[config.mk]
export PLATFORM = sky130hd
export DESIGN_NAME = sr_ctrl
export DESIGN_NICKNAME = d
export VERILOG_FILES = /design/src/rtl/sr_ctrl.sv
export SDC_FILE = /design/constraint.sdc
export NUM_CORES = 1
export LEC_CHECK = 0
export CAP_MARGIN = 5
export CORE_MARGIN = 10
export CORE_UTILIZATION = 34
export DETAILED_ROUTE_END_ITERATION = 6
export PLACE_DENSITY = 0.82
export SYNTH_ARGS = -nofsm -noshare
export SYNTH_HDL_FRONTEND = slang
export SYNTH_SLANG_ARGS = --single-unit
export TNS_END_PERCENT = 1
[constraint.sdc]
create_clock -name clk -period 2.4 [get_ports clk]
set_clock_uncertainty 0.15 [all_clocks]
set_input_delay 0.36 -clock clk [delete_from_list [all_inputs] [get_ports clk]]
set_output_delay 0.36 -clock clk [all_outputs]
set_load 0.05 [all_outputs]
[src/rtl/sr_ctrl.sv]
// sr_ctrl: sequencing and handshake controller for an external DEPTH-tap
// delay line. Samples enter on s_*, leave on m_* exactly DEPTH shifts later.
// Optional feature macro: SR_CTRL_DRAIN_EN adds drain_req and the DRAIN state,
// which flushes the line contents out on m_* before clearing.
//
// state | meaning
// ------+-------------------------------------------------------------
// CLEAR | one-cycle clear pulse to the delay line, no handshakes
// FILL  | accepting samples until DEPTH taps are loaded, no output
// RUN   | one in, one out, lock-step with downstream
// DRAIN | emit remaining taps (zeros shifted in), then CLEAR
module sr_ctrl #(
    parameter int SIG_WIDTH = 16,
    parameter int DEPTH     = 515,
    parameter int CNT_W     = 10
) (
    input  logic                 clk,
    input  logic                 rst_n,
    input  logic                 flush,
`ifdef SR_CTRL_DRAIN_EN
    input  logic                 drain_req,
`endif
    input  logic [SIG_WIDTH-1:0] s_data,
    input  logic                 s_valid,
    output logic                 s_ready,
    output logic [SIG_WIDTH-1:0] m_data,
    output logic                 m_valid,
    input  logic                 m_ready,
    output logic                 sr_en,
    output logic                 sr_clr,
    output logic [SIG_WIDTH-1:0] sr_din,
    input  logic [SIG_WIDTH-1:0] sr_dout,
    output logic [CNT_W-1:0]     fill_cnt,
    output logic [1:0]           state
);

    typedef enum logic [1:0] {
        ST_CLEAR = 2'd0,
        ST_FILL  = 2'd1,
        ST_RUN   = 2'd2,
        ST_DRAIN = 2'd3
    } state_t;

    localparam logic [CNT_W-1:0] DEPTH_C = CNT_W'(DEPTH);
    localparam logic [CNT_W-1:0] ONE_C   = CNT_W'(1);

    state_t           state_q, state_d;
    logic [CNT_W-1:0] fill_cnt_q, fill_cnt_d;
    logic             sr_clr_q, sr_clr_d;
    logic             drain_act;

`ifdef SR_CTRL_DRAIN_EN
    assign drain_act = drain_req;
`else
    assign drain_act = 1'b0;
`endif

    assign m_data   = sr_dout;
    assign sr_clr   = sr_clr_q;
    assign fill_cnt = fill_cnt_q;
    assign state    = state_q;

    // Handshake and shift-enable decode from the current state; held quiet while in reset.
    always_comb begin
        s_ready = 1'b0;
        m_valid = 1'b0;
        sr_en   = 1'b0;
        sr_din  = s_data;
        case (state_q)
            ST_FILL: begin
                s_ready = 1'b1;
                sr_en   = s_valid;
            end
            ST_RUN: begin
                s_ready = m_ready;
                m_valid = s_valid;
                sr_en   = s_valid & m_ready;
            end
`ifdef SR_CTRL_DRAIN_EN
            ST_DRAIN: begin
                m_valid = 1'b1;
                sr_en   = m_ready;
                sr_din  = '0;
            end
`endif
            default: begin
                s_ready = 1'b0;
            end
        endcase
        if (!rst_n) begin
            s_ready = 1'b0;
            m_valid = 1'b0;
            sr_en   = 1'b0;
        end
    end

    // Next-state and fill-count logic; flush overrides every other transition.
    always_comb begin
        state_d    = state_q;
        fill_cnt_d = fill_cnt_q;
        case (state_q)
            ST_CLEAR: begin
                state_d    = ST_FILL;
                fill_cnt_d = '0;
            end
            ST_FILL: begin
                if (drain_act) begin
                    state_d    = ST_CLEAR;
                    fill_cnt_d = '0;
                end else if (s_valid) begin
                    fill_cnt_d = fill_cnt_q + ONE_C;
                    if (fill_cnt_q + ONE_C == DEPTH_C) begin
                        state_d = ST_RUN;
                    end
                end
            end
            ST_RUN: begin
                if (drain_act) begin
                    state_d = ST_DRAIN;
                end
            end
`ifdef SR_CTRL_DRAIN_EN
            ST_DRAIN: begin
                if (m_ready) begin
                    fill_cnt_d = fill_cnt_q - ONE_C;
                    if (fill_cnt_q == ONE_C) begin
                        state_d = ST_CLEAR;
                    end
                end
            end
`endif
            default: begin
                state_d    = ST_CLEAR;
                fill_cnt_d = '0;
            end
        endcase
        if (flush) begin
            state_d    = ST_CLEAR;
            fill_cnt_d = '0;
        end
        // The clear strobe is a flop so the delay line sees a glitch-free pulse.
        sr_clr_d = (state_d == ST_CLEAR);
    end

    // State registers; reset lands directly in FILL since the delay line shares rst_n.
    always_ff @(posedge clk or negedge rst_n) begin
        if (!rst_n) begin
            state_q    <= ST_FILL;
            fill_cnt_q <= '0;
            sr_clr_q   <= 1'b0;
        end else begin
            state_q    <= state_d;
            fill_cnt_q <= fill_cnt_d;
            sr_clr_q   <= sr_clr_d;
        end
    end

endmodule
==> impl_results.md, run 1 <==
- Run status: complete, no violations
- Post-DR vias/cell: ~5.0
- Post-CTS Repair Setup Buffers: 0
- Slew margin rel.: 66.02%
- Most frequent cells in the layout: 17 x clkdlybuf4s50_1, 12 x nand2_1, 12 x dfrtp_1
- Vias in the first global route: 861
- Via count: 865
- Post-synthesis mux area share: 0%
- Post-cts sizing count: 0
- Pleak: 0.0005543 uW
- R2R Path Start: fill_cnt[1]
- Die area: 0.006058 mm^2
- Detail Placement HPWL: 1841 um
- Commonest non-fill, non-tap cell in the layout: clkdlybuf4s50_1
- Critical Path Start Type: flop
- Clk Latency, worst-skew pair: 270 ps
- Reg clk slew, reported paths: about 80 ps
- Antenna diode count: 0
- DR pass1 iterations: 4
- Die span in x: 77.84 um
- Iteration-0 DRC Markers: 36
- CP max FO: 6
- Power per cell area: 375.7 mW/mm^2
- Ratio of cells with drive above 1 in the final layout: 14.84%
- I/O Buffers: 20
- Share of the yosys chip area belonging to registers: 28.71%
- Synth Area in Compound Gates: 14.74%
- Kind of critical path: flop to flop
- WL final: 2330 um
- Initial antenna violation count: 0
- H-tree Lvls: 1
- Worst Reg-to-Reg Cells: 7
- Post-Synth XOR/XNOR Area: 3.850%
- # IOs: 85
- Post-route ant nets: 0
- Yosys warns: 0
- Die H: slightly below 80 um
- CTS sink cnt: 13
- Distinct cells, synth: 35
- Largest net degree at the start of global routing: 16
- WL/cell: 13.55 um
- Fmax: about 440 MHz
- Area growth syn-to-layout: 8.251%
- Max-cap violations: 0
- First-pass GRT wire length: 3781 um
- Drc violations: 0
- Rows: 20
- Total Routing Usage GR: 7.443%
- Post-synth EDFFs: 0
- Share of flip-flops with an asynchronous set or reset: 100.0%
- HP Class: input port to asynchronous set/reset pin
- Post-synth design cell area: 0.001137 mm^2
- Crit path to: sr_clr
- Synth Area in Simple Gates: 21.23%
- TritonCTS clock tree: done
- CP startpoint: fill_cnt[1]
- Final period util: 93.78%
- Tot Pwr: 462.5 uW
- Placeable Area: 0.003128 mm^2
- Final GP Congestion: 0.8273
- Largest family of logic cells by synthesized area: buffers and inverters
- Final setup fails: 0
- Maximum VDD drop: around 0.18 mV
- WHS: around 300 ps
- Signal arrival time at the worst endpoint: 2270 ps
- Clock tree buffer depth: 2
- WP data required: about 2400 ps
- Crit end category: flop
- Slew @ Worst Pin: 508.1 ps
- Clock Tree Root: clkbuf_4
- Final Hold Fails: 0
- Post-Synthesis Mean Instance Area: about 8.4 um^2
- Fin crit period: 2251 ps
- #FFs+latches synth: 13
- RSZ-0062 raised after global routing: false
- Final Max Tran Viols: 0
- Reg-to-reg setup timing slack: 150 ps
- Num CTS Buffers: 3
- Total grt overflow: 0
- Starting density of the core: 36.36%
- Hold buffers post-CTS: 0
- R2R Path End: sr_clr
- Nets: 172
- Main synth FF type: dfrtp_1
- Mapped Cells: 136
- Design area: 0.001231 mm^2
- Syn Nets: 179
- Post-synthesis adder-cell area fraction: 6.601%
- Placed cell area: ~0.0012 mm^2
-- area by class of cell --
type | count | area [um^2]
flip-flops and latches | 13 | 326.6
fillers | 300 | 1897
repair buffers | 26 | 275.3
well taps | 44 | 55.05
inverters | 4 | 15.01
clock buffers | 4 | 26.28
multi-input cells | 81 | 533.0
-- how the worst min path moves through the flow --
stage | from | to | depth (start not counted)
4_1_cts | rst_n | fill_cnt[8] | 2
5_1_grt | rst_n | fill_cnt[3] | 2
2_1_floorplan | rst_n | fill_cnt[0] | 0
3_3_place_gp | fill_cnt[9] | fill_cnt[9] | 2
3_5_place_dp | fill_cnt[9] | fill_cnt[9] | 2
6_report | rst_n | state[1] | 2
-- power by group --
| part | total (uW) | leakage [uW] | internal [uW] | switching [uW] |
|---|---|---|---|---|
| clock network | 133 | 0.0000150 | 64.4 | 68.7 |
| registers | 230 | 0.000175 | 226 | 4.17 |
| logic | 99.5 | 0.000365 | 39.0 | 60.5 |
-- logic make-up after synthesis --
family	count (synthesis)
AND/OR/NAND/NOR	43
buffers and inverters	42
AO/OA/AOI/OAI	27
flip-flops	13
adder cells (fa/ha/maj)	6
XOR/XNOR	5
-- metrics by stage --
step	setup WS [ps]	setup TNS, ps	util (%)	instances
after detailed placement	168.4	0	38.52	168
after global routing	17.86	0	39.36	172
after global placement	253.4	0	38.52	168
final	149.2	0	39.36	172
after floorplan	-56.51	-56.51	-	136
after CTS	145.9	0	39.36	172
-- worst max-delay path: stages (launching register included) --
cell	delay, ps
dfrtp_1	450
ha_1	290
and4_1	300
and3_1	180
o211a_1	150
o21ai_1	60
or4_1	420
o211a_1	140
-- synth_stat cells (2+ instances only) --
cell type	instances	area share, %
nor2_1	9	3.0
nand2b_1	2	1.1
nor3_1	5	2.2
and3_1	4	2.2
nand2_1	12	4.0
inv_1	4	1.3
clkbuf_1	4	1.3
o21ai_0	10	4.4
o211a_1	2	1.8
xnor2_1	2	1.5
dfrtp_1	12	26
ha_1	6	6.6
buf_4	33	22
o31ai_1	2	1.3
a21oi_1	4	1.8
xor2_1	3	2.3
o21ai_1	3	1.3
o22ai_1	2	1.1
-- flip-flops by register name, summed over array words and instances (netlist names) --
signal    cells
sr_clr        1
state         2
fill_cnt     10
-- metal layers --
metal  share of wire (%)  GRT usage, %
met3                  11         3.571
met4                 1.5         4.197
met5                   0             0
met1                  45         8.240
met2                  43         11.44
Power figures use the tool's default switching activity.
==> inputs of run 2 (changes only) <==
TNS_END_PERCENT = 100   (was 1)
==> run 2 against run 1 <==
Clock-buffer cell count unchanged; fmax up 1.8%; die area unchanged; register-to-register slack better by 40 ps; global-route usage up 0.28 points; setup slack better by 40 ps.
==> impl_results.md, run 2 (synthesis results as in run 1) <==
- Run status: complete, no violations
- Rows: 20 (unchanged)
- First-pass GRT wire length: 4029 um (+6.6%)
- Setup WS pre-CTS: 204.7 ps (+36.23 ps)
- Iteration-0 DRC Markers: 25 (-31%)
- WL final: 2221 um (-4.7%)
- Post-CTS Repair Setup Buffers: 0 (unchanged)
- Largest net degree at the start of global routing: 16 (unchanged)
- Signal arrival time at the worst endpoint: 2220 ps (-50 ps)
- Drc violations: 0 (unchanged)
- Clk Latency, worst-skew pair: 270 ps (about the same)
- Reg-to-reg setup timing slack: 190 ps (+40 ps)
- Clock Tree Root: clkbuf_4
- Max reg flops: 10 (unchanged)
- Die H: 77.84 um (unchanged)
- Max-cap violations: 0 (unchanged)
- Die span in x: 77.84 um (unchanged)
- CTS sink cnt: 13 (unchanged)
- Post-route ant nets: 0 (unchanged)
- CP max FO: 7 (+1)
- Crit end category: flop
- Kind of critical path: flop to flop
- Most frequent cells in the layout: 17 x clkdlybuf4s50_1, 12 x nand2_1, 10 x o21ai_0, 10 x dfrtp_1, 9 x nor2_1
- Crit-path slowest cell: dfrtp_2
- Maximum VDD drop: 0.2158 mV (+23%)
- Placeable Area: 0.003128 mm^2 (unchanged)
- Most common cell on crit path: o211a_1
- R2R Path Start: fill_cnt[0]
- Commonest non-fill, non-tap cell in the layout: clkdlybuf4s50_1
- WL/cell: 13.06 um (-3.6%)
- # IOs: 85 (unchanged)
- Final Max Tran Viols: 0 (unchanged)
- Final Hold Fails: 0 (unchanged)
- Final setup fails: 0 (unchanged)
- Fmax: 452.3 MHz (+1.8%)
- Via count: 830 (-4.0%)
- Worst path max stage delay: 430 ps (-20 ps)
- Die area: 0.006058 mm^2 (unchanged)
- Pleak: 0.0005404 uW (-2.5%)
- DR pass1 iterations: 5 (+1)
- Post-layout util: 38.96% (-0.40 points)
- Nets: 170 (-1.2%)
- Setup_tns: 0 ps (unchanged)
- Final GP Congestion: 0.8331 (+0.70%)
- Final period util: 92.13% (-1.7 points)
- Hold buffers post-CTS: 0 (unchanged)
- R2R Path End: sr_clr
- Initial antenna violation count: 0 (unchanged)
- Post-DR vias/cell: 4.882 (-2.9%)
- Layout fillers: 321 (+7.0%)
- Total grt overflow: 0 (unchanged)
- Fin crit period: 2211 ps (-39.74 ps)
- Ratio of cells with drive above 1 in the final layout: 15.08% (+0.24 points)
- Post-cts sizing count: 0 (unchanged)
- Slew margin rel.: 65.88% (-0.14 points)
- Vias in the first global route: 856 (-0.58%)
- Starting density of the core: 36.36% (unchanged)
- HP Class: input port to asynchronous set/reset pin
- Area growth syn-to-layout: 7.151%
- TritonCTS clock tree: done
- Detail Placement HPWL: 1777 um (-3.5%)
- WP data required: 2410 ps (about the same)
- RSZ-0062 raised after global routing: false
- I/O Buffers: 20 (unchanged)
- Slew @ Worst Pin: 510.2 ps (+2.068 ps)
- Crit path cell chain: ha_1 -> and4_1 -> and3_1 -> o211a_1 -> o21ai_1 -> or4_1 -> o211a_1
- Critical Path Start Type: flop
- Antenna diode count: 0 (unchanged)
- Total Routing Usage GR: 7.727% (+0.28 points)
- Num CTS Buffers: 3 (unchanged)
- Worst Reg-to-Reg Cells: 7 (unchanged)
- Clock tree buffer depth: 2 (unchanged)
- H-tree Lvls: 1 (unchanged)
- PnR worst setup slack: 189.0 ps (+39.74 ps)
- Power per cell area: 374.8 mW/mm^2 (-0.24%)
- Reg clk slew, reported paths: 80 ps (about the same)
## run 2: worst max path at each step
stage / startpoint / endpoint / slack, ps / cells after the start
4_1_cts: state[0] / sr_en / 160 / 5
5_1_grt: fill_cnt[1] / sr_clr / 60 / 7
6_report: fill_cnt[0] / sr_clr / 190 / 7
2_1_floorplan: state[0] / s_ready / 40 / 4
3_3_place_gp: fill_cnt[0] / sr_clr / 270 / 7
3_5_place_dp: fill_cnt[0] / sr_clr / 200 / 7
## run 2: area by class of cell
type                       count  area, um^2  share of cell area [%]
timing repair buffer          24       260.3                   21.36
multi-input combinational     81       533.0                   43.74
sequential                    13       329.1                   27.00
clock buffer                   4       26.28                   2.156
tap                           44       55.05                   4.517
inverter                       4       15.01                   1.232
## run 2: through the flow
step	instances	hold WS (ps)	area [um^2]	total power [uW]
after floorplan	136	-85.59	1145	432.5
after global placement	166	391.9	1192	329.9
after detailed placement	166	402.1	1192	331.2
after CTS	170	322.9	1219	465.0
after global routing	170	326.6	1219	483.7
final	170	330.6	1219	456.7
## run 2: per-layer routing
| layer | track usage (%) | wire length (um) |
|---|---|---|
| met1 | 10.49 | 1111 |
| met2 | 10.12 | 896 |
| met3 | 3.802 | 204 |
| met4 | 2.737 | 8 |
| met5 | 0 | 0 |
## run 2: worst max-delay path, delay by kind of cell, from the launching register on
kind	cells	cell delay [ps]
DFF	1	430
and+or+nand+nor	3	900
adders and majority gates	1	260
AOI/OAI and AO/OA	3	370
## run 2: report_power, final
part	leakage (uW)	internal, uW	switching, uW
Clock	0.0000150	64.3	66.3
Sequential	0.000172	226	5.24
Combinational	0.000354	36.6	58.3
